`src/rtl/instr_fetch.sv`:
```
// -----------------------------------------------------------------------------
// instr_fetch
// Instruction fetch stage for the single-cycle CPU. Holds the program counter,
// fetches 32-bit instruction words from instruction memory over a req/ack
// handshake and presents each word downstream with a valid/ready handshake.
// It also pulls out the 16-bit immediate and the zero/sign-extend select that
// feed the immediate extender, and turns the extender's result into branch
// redirect targets.
//
// Ports
//   clk               clock, all state changes on the rising edge
//   rst               synchronous active-high reset
//   imem_req          fetch request to instruction memory
//   imem_addr         fetch address, held stable until the request is acked
//   imem_ack          memory response strobe (only looked at while imem_req)
//   imem_rdata        instruction word, valid with imem_ack
//   instr             registered instruction word
//   pc_out            address of instr
//   imm16             instr[15:0]
//   sel_zero          1 for andi/ori/xori (zero-extend), else 0
//   instr_valid       instr/pc_out/imm16/sel_zero are valid
//   instr_ready       downstream accepts when instr_valid && instr_ready
//   redirect          one-cycle redirect strobe from execute
//   redirect_is_jump  1 = jump, 0 = taken branch
//   redirect_pc       PC of the redirecting instruction
//   imm32             extended immediate of the redirecting branch
//   jidx              jump index of the redirecting jump
// -----------------------------------------------------------------------------
module instr_fetch #(
   parameter logic [31:0] RESET_PC = 32'h0000_0000
) (
   input  logic        clk,
   input  logic        rst,
   output logic        imem_req,
   output logic [31:0] imem_addr,
   input  logic        imem_ack,
   input  logic [31:0] imem_rdata,
   output logic [31:0] instr,
   output logic [31:0] pc_out,
   output logic [15:0] imm16,
   output logic        sel_zero,
   output logic        instr_valid,
   input  logic        instr_ready,
   input  logic        redirect,
   input  logic        redirect_is_jump,
   input  logic [31:0] redirect_pc,
   input  logic [31:0] imm32,
   input  logic [25:0] jidx
);

   typedef enum logic [1:0] {
      IDLE  = 2'd0,
      FETCH = 2'd1,
      HOLD  = 2'd2,
      FLUSH = 2'd3
   } state_t;

   state_t      state;
   logic [31:0] pc;
   logic [31:0] req_addr;

   logic [31:0] link_pc;
   logic [31:0] branch_target;
   logic [31:0] jump_target;
   logic [31:0] target;
   logic [31:0] pc_plus4;
   logic        rdata_sel_zero;

   // The address presented to memory is always the registered request
   // address, so it can only move on a clock edge and never glitches while
   // a request is outstanding.
   assign imem_addr = req_addr;

   // Redirect target calculation. Both branch and jump targets are relative
   // to the instruction after the redirecting one; branches add the word
   // offset, jumps splice the index under the top nibble. All arithmetic
   // wraps modulo 2^32.
   always_comb begin
      link_pc        = redirect_pc + 32'd4;
      branch_target  = link_pc + (imm32 << 2);
      jump_target    = {link_pc[31:28], jidx, 2'b00};
      target         = redirect_is_jump ? jump_target : branch_target;
      pc_plus4       = pc + 32'd4;
      rdata_sel_zero = (imem_rdata[31:26] == 6'h0C) ||
                       (imem_rdata[31:26] == 6'h0D) ||
                       (imem_rdata[31:26] == 6'h0E);
   end

   // Fetch controller. Redirect beats every other event in every state.
   // A redirect that arrives while a request is in flight without its ack
   // cannot retarget that request (the address must stay stable), so the
   // controller parks in FLUSH until the stale word comes back and throws it
   // away, then refetches from the new pc. imem_req is registered here next
   // to the state so it is high exactly in FETCH and FLUSH.
   always_ff @(posedge clk) begin
      if (rst) begin
         state       <= IDLE;
         pc          <= RESET_PC;
         req_addr    <= RESET_PC;
         imem_req    <= 1'b0;
         instr       <= 32'd0;
         pc_out      <= RESET_PC;
         imm16       <= 16'd0;
         sel_zero    <= 1'b0;
         instr_valid <= 1'b0;
      end else begin
         case (state)
            IDLE: begin
               state    <= FETCH;
               imem_req <= 1'b1;
               if (redirect) begin
                  pc       <= target;
                  req_addr <= target;
               end else begin
                  req_addr <= pc;
               end
            end

            FETCH: begin
               if (redirect) begin
                  pc <= target;
                  if (imem_ack) begin
                     req_addr <= target;
                  end else begin
                     state <= FLUSH;
                  end
               end else if (imem_ack) begin
                  instr       <= imem_rdata;
                  imm16       <= imem_rdata[15:0];
                  sel_zero    <= rdata_sel_zero;
                  pc_out      <= req_addr;
                  instr_valid <= 1'b1;
                  imem_req    <= 1'b0;
                  state       <= HOLD;
               end
            end

            HOLD: begin
               if (redirect) begin
                  pc          <= target;
                  req_addr    <= target;
                  instr_valid <= 1'b0;
                  imem_req    <= 1'b1;
                  state       <= FETCH;
               end else if (instr_ready) begin
                  pc          <= pc_plus4;
                  req_addr    <= pc_plus4;
                  instr_valid <= 1'b0;
                  imem_req    <= 1'b1;
                  state       <= FETCH;
               end
            end

            FLUSH: begin
               if (redirect) begin
                  pc <= target;
               end else if (imem_ack) begin
                  req_addr <= pc;
                  state    <= FETCH;
               end
            end

            default: begin
               state    <= IDLE;
               imem_req <= 1'b0;
            end
         endcase
      end
   end

endmodule

```
`config.mk`:
```
export PLATFORM = sky130hd
export DESIGN_NAME = instr_fetch
export DESIGN_NICKNAME = d
export VERILOG_FILES = /design/src/rtl/instr_fetch.sv
export SDC_FILE = /design/constraint.sdc
export NUM_CORES = 1
export LEC_CHECK = 0
export ABC_AREA = 1
export CORE_ASPECT_RATIO = 1.2
export CORE_MARGIN = 5
export CORE_UTILIZATION = 52
export DETAILED_ROUTE_END_ITERATION = 8
export PLACE_DENSITY = 0.82
export SETUP_SLACK_MARGIN = 0.02
export SLEW_MARGIN = 30
export SYNTH_ARGS = -nofsm -noshare
export SYNTH_HDL_FRONTEND = slang
export SYNTH_SLANG_ARGS = --single-unit
```
`constraint.sdc`:
```
create_clock -name clk -period 4.5 [get_ports clk]
set_input_delay 1.35 -clock clk [delete_from_list [all_inputs] [get_ports clk]]
set_output_delay 1.35 -clock clk [all_outputs]
set_load 0.01 [all_outputs]
```
==> results.rst <==
.. list-table::
   :header-rows: 1

   * - Metric
     - Value
   * - Outcome
     - finished, final reports clean
   * - Kind of start point of the critical path
     - input port
   * - Num Clock Sinks
     - between 100 and 150
   * - Number of violations reported at the end of detailed-routing iteration 0
     - roughly 860
   * - EDFF count, synth
     - 0
   * - Total routing resource utilization after global routing
     - 0.308
   * - Y dimension of the die
     - 166 um
   * - Synthesized instance count
     - 1,814
   * - Cell types with the largest area share after synthesis
     - sky130_fd_sc_hd__dfxtp_1 25%, sky130_fd_sc_hd__nand2_1 19%, sky130_fd_sc_hd__nor2_1 8.2%, sky130_fd_sc_hd__o21ai_0 7.7%, sky130_fd_sc_hd__inv_1 7.2%
   * - Share of final-layout standard cells stronger than drive strength 1
     - 0.139
   * - Count of non-filler cells in the finished layout
     - approximately 2,400
   * - Die outline width
     - ~140 um
   * - Cell type of the slowest stage on the worst timing path
     - sky130_fd_sc_hd__clkdlybuf4s50_1
   * - CTS H-tree lvls
     - 4
   * - Number of warning messages in the yosys log
     - 0
   * - Total congestion overflow after global routing
     - 0
   * - Average footprint of a synthesized cell
     - around 5.8 um2
   * - Critical path peak fanout
     - 4
   * - Number of top-level pins
     - between 200 and 250
   * - Cell family contributing the most delay on the critical path
     - simple AND/OR/NAND/NOR gates
   * - Switching part of the total power
     - 0.354
   * - Count of input and output buffers
     - 240
   * - Endpoints failing setup
     - 0
   * - Maximum number of pins on one net before global-route repair
     - 88
   * - Part of the cycle the worst path needs
     - 0.953
   * - Number of register bits inferred by synthesis
     - around 130
   * - Share of the yosys chip area belonging to registers
     - 0.253
   * - Cts bufs inserted
     - 17
   * - Root buffer cell
     - sky130_fd_sc_hd__clkbuf_16
   * - Setup Crit Path Kind
     - in2reg
   * - Worst voltage drop across the vdd grid
     - 0.284 mV
   * - Max-cap check violation count
     - 0
   * - Number of buffers inserted for hold repair after clock tree synthesis
     - 0
   * - Part of the total power dissipated in combinational logic
     - 0.353
   * - Placer Congestion
     - ~0.96
   * - Slew at the pin closest to its max-slew limit
     - between 900 and 1000 ps
   * - Cell count after placement
     - approximately 2,400
   * - Mapped cell area
     - about 11,000 um2
   * - Per-cell via count in the routed design
     - 5.44
   * - Cell Chain, Critical Path
     - clkdlybuf4s50_1 -> nand2_1 -> nor2_4 -> nand2_2 -> nor4_4 -> nand3_2 -> nor2_2 -> xor2_1 -> ha_2 -> nand2_4 -> nor2_4 -> inv_2 -> nor3_4 -> nand3_2 -> nand2_1 -> nand2_1 -> nand3_2 -> nand3_2 -> nand2_1 -> nand2_1 -> nand2_1 -> nand2_1 -> a21oi_1
   * - Antenna violations before repair
     - 3
   * - Dominant cell type by area after synthesis
     - sky130_fd_sc_hd__dfxtp_1
   * - Most frequent cell after synthesis
     - sky130_fd_sc_hd__nand2_1
   * - Most used cell along the critical path
     - sky130_fd_sc_hd__nand2_1
   * - Power share of the sequential group
     - 0.324
   * - Critical Path Max Stage Delay
     - 480 ps
   * - Max transition margin
     - 0.398
   * - Final hold vios
     - 0
   * - Synth cell count leaders
     - 529 x sky130_fd_sc_hd__nand2_1, 231 x sky130_fd_sc_hd__nor2_1, 202 x sky130_fd_sc_hd__inv_1, 162 x sky130_fd_sc_hd__o21ai_0, 145 x sky130_fd_sc_hd__nand3_1
   * - Area Overhead vs Synth
     - 41.0%
   * - Fraction of power consumed by the clock network
     - 0.323
   * - Vias in the first global route
     - approximately 12,000
   * - Power density over the cells
     - between 200 and 300 nW/um2
   * - Clock tree from TritonCTS
     - yes
   * - Std cell rows
     - 57
   * - Share of async-settable or async-resettable flops after synthesis
     - 0
   * - CP Capture Type
     - register
   * - Routed len/inst
     - between 15 and 20 um
   * - Path category of the worst min-delay check
     - reg2reg
   * - Static leakage
     - just over 7 nW
   * - Global-route wire length before repair
     - ~60,000 um
   * - Syn Nets
     - slightly below 2,000
   * - Number of pins with negative max-slew slack in the final report
     - 0
   * - Starting density of the core
     - 0.524
   * - Min Clock Period, post-route
     - around 4300 ps
   * - Critical path buffer and inverter count
     - 2
   * - Psw
     - roughly 0.0016 W
   * - Number of antenna-violating nets in the routed design
     - 0
   * - Total number of nets in the final design
     - 2,276
   * - Most used flip-flop cell after synthesis
     - sky130_fd_sc_hd__dfxtp_1
   * - Cell Int Power
     - roughly 0.0029 W
   * - Total power consumption of the routed design
     - 0.00442 W
   * - HPWL after DPL
     - 28,600 um
   * - Core area
     - about 20,000 um2
   * - Worst-skew pair later-pin latency
     - 420 ps
   * - Endpoint required time on the critical path
     - 4860 ps
   * - Clock transition at the registers of the reported paths
     - about 70 ps
   * - Setup clock skew after layout
     - 10.2 ps
   * - Data arrival, critical path
     - around 4700 ps
   * - Detailed-route wire length
     - 38,300 um
   * - Area of the die
     - 23,200 um2
   * - Count of vias placed by the detailed router
     - 13,000
   * - DR DRC count
     - 0
   * - Upper clock frequency limit
     - ~0.23 GHz
   * - Fraction of post-synthesis cell area in the top cell type by area
     - 0.253
   * - Count of cell types in the netlist
     - between 40 and 50
   * - 1st-pass router iterations
     - 6
   * - Clock Tree Buf Depth
     - 2
metal layers:
| layer | part of all wire | vias up | wire length [um] | global-route usage |
|---|---|---|---|---|
| li1 | - | 6399 | - | - |
| met1 | 0.37 | 5844 | 14200 | 0.335 |
| met2 | 0.49 | 637 | 19000 | 0.562 |
| met3 | 0.091 | 116 | 3470 | 0.0720 |
| met4 | 0.043 | 4 | 1650 | 0.139 |
| met5 | 0.00083 | - | 32 | 0 |
through the flow:
stage	utilization	setup TNS, ps	setup WS (ps)	hold WS (ps)	area [um2]
finish	0.739	0	211	485	14900
global route	0.739	-112	-59.5	517	14900
CTS	0.718	-3.72	-2.07	486	14400
detailed placement	0.687	-13420	-536	477	13800
global placement	0.686	-10750	-427	469	13800
floorplan	-	0	384	480	10500
worst min-delay path: cells and delay by family (launching register included):
kind / cells / cell delay [ps]
flops: 1 / 320
simple gates: 1 / 60
compound gates: 1 / 50
layout by cell type, fill, tap and decap left out, types with 4 or more instances in the layout:
cell,count
sky130_fd_sc_hd__inv_1,198
sky130_fd_sc_hd__o211ai_1,9
sky130_fd_sc_hd__xor2_1,25
sky130_fd_sc_hd__or2_1,5
sky130_fd_sc_hd__dlymetal6s2s_1,8
sky130_fd_sc_hd__o21ai_1,15
sky130_fd_sc_hd__nand2_2,20
sky130_fd_sc_hd__o21bai_1,7
sky130_fd_sc_hd__dfxtp_1,133
sky130_fd_sc_hd__nor3_4,5
sky130_fd_sc_hd__nor3_1,18
sky130_fd_sc_hd__nor2_4,11
sky130_fd_sc_hd__ha_1,28
sky130_fd_sc_hd__buf_4,127
sky130_fd_sc_hd__nor4_1,4
sky130_fd_sc_hd__inv_2,16
sky130_fd_sc_hd__or2_2,12
sky130_fd_sc_hd__nand3_2,20
sky130_fd_sc_hd__o22ai_1,6
sky130_fd_sc_hd__o21ai_0,162
sky130_fd_sc_hd__nor3_2,4
sky130_fd_sc_hd__a31oi_1,13
sky130_fd_sc_hd__nand3_1,127
sky130_fd_sc_hd__clkdlybuf4s50_1,231
sky130_fd_sc_hd__ha_4,4
sky130_fd_sc_hd__nand4_1,18
sky130_fd_sc_hd__a21oi_1,64
sky130_fd_sc_hd__nor2_1,215
sky130_fd_sc_hd__nor2_2,16
sky130_fd_sc_hd__nand2_1,514
sky130_fd_sc_hd__a21oi_2,11
sky130_fd_sc_hd__xnor2_1,11
sky130_fd_sc_hd__clkbuf_16,17
what timing repair did:
action	in CTS	in global routing
buffers inserted	0	8
pin swaps	2	38
endpoints found under the hold margin	0	0
endpoints found under the setup margin	14	39
resized for setup	4	91
power groups by stage:
stage                     clock network (W)  logic, W  registers (W)
final                               0.00143   0.00156        0.00143
after global routing                0.00149   0.00171        0.00145
after CTS                           0.00143   0.00149        0.00143
after detailed placement                  0   0.00147        0.00145
after global placement                    0   0.00145        0.00145
after floorplan                           0  0.000802        0.00145
cells by family after synthesis:
group | after synthesis | share of synthesized area
AO/OA/AOI/OAI | 299 | 0.152
XOR/XNOR | 38 | 0.0316
adder cells (fa/ha/maj) | 36 | 0.0435
buffers and inverters | 307 | 0.117
flip-flops | 133 | 0.253
AND/OR/NAND/NOR | 1001 | 0.404
cell type report:
cell class / instances / area, um2
well taps: 265 / 332
multi-input cells: 1374 / 7020
flip-flops and latches: 133 / 2660
diodes: 1 / 2.50
inverters: 216 / 813
repair buffers: 370 / 3420
clock inverters: 14 / 176
clock buffers: 17 / 425
fillers: 1691 / 5260
final timing paths:
| kind | start | endpoint | slack [ps] | depth (start not counted) |
|---|---|---|---|---|
| max | redirect_pc[10] | imem_addr[27] | 210 | 23 |
| min | imem_addr[24] | imem_addr[24] | 480 | 2 |
| max reg2reg | state[1] | imem_addr[9] | 1510 | 12 |
| min reg2reg | imem_addr[24] | imem_addr[24] | 480 | 2 |
flip-flops by register name, summed over array words and instances, names as in the netlist:
register / count
pc: 32
instr: 32
sel_zero: 1
imem_req: 1
imem_addr: 32
instr_valid: 1
pc_out: 32
state: 2
Note: power is estimated with default switching activity, not from simulation.
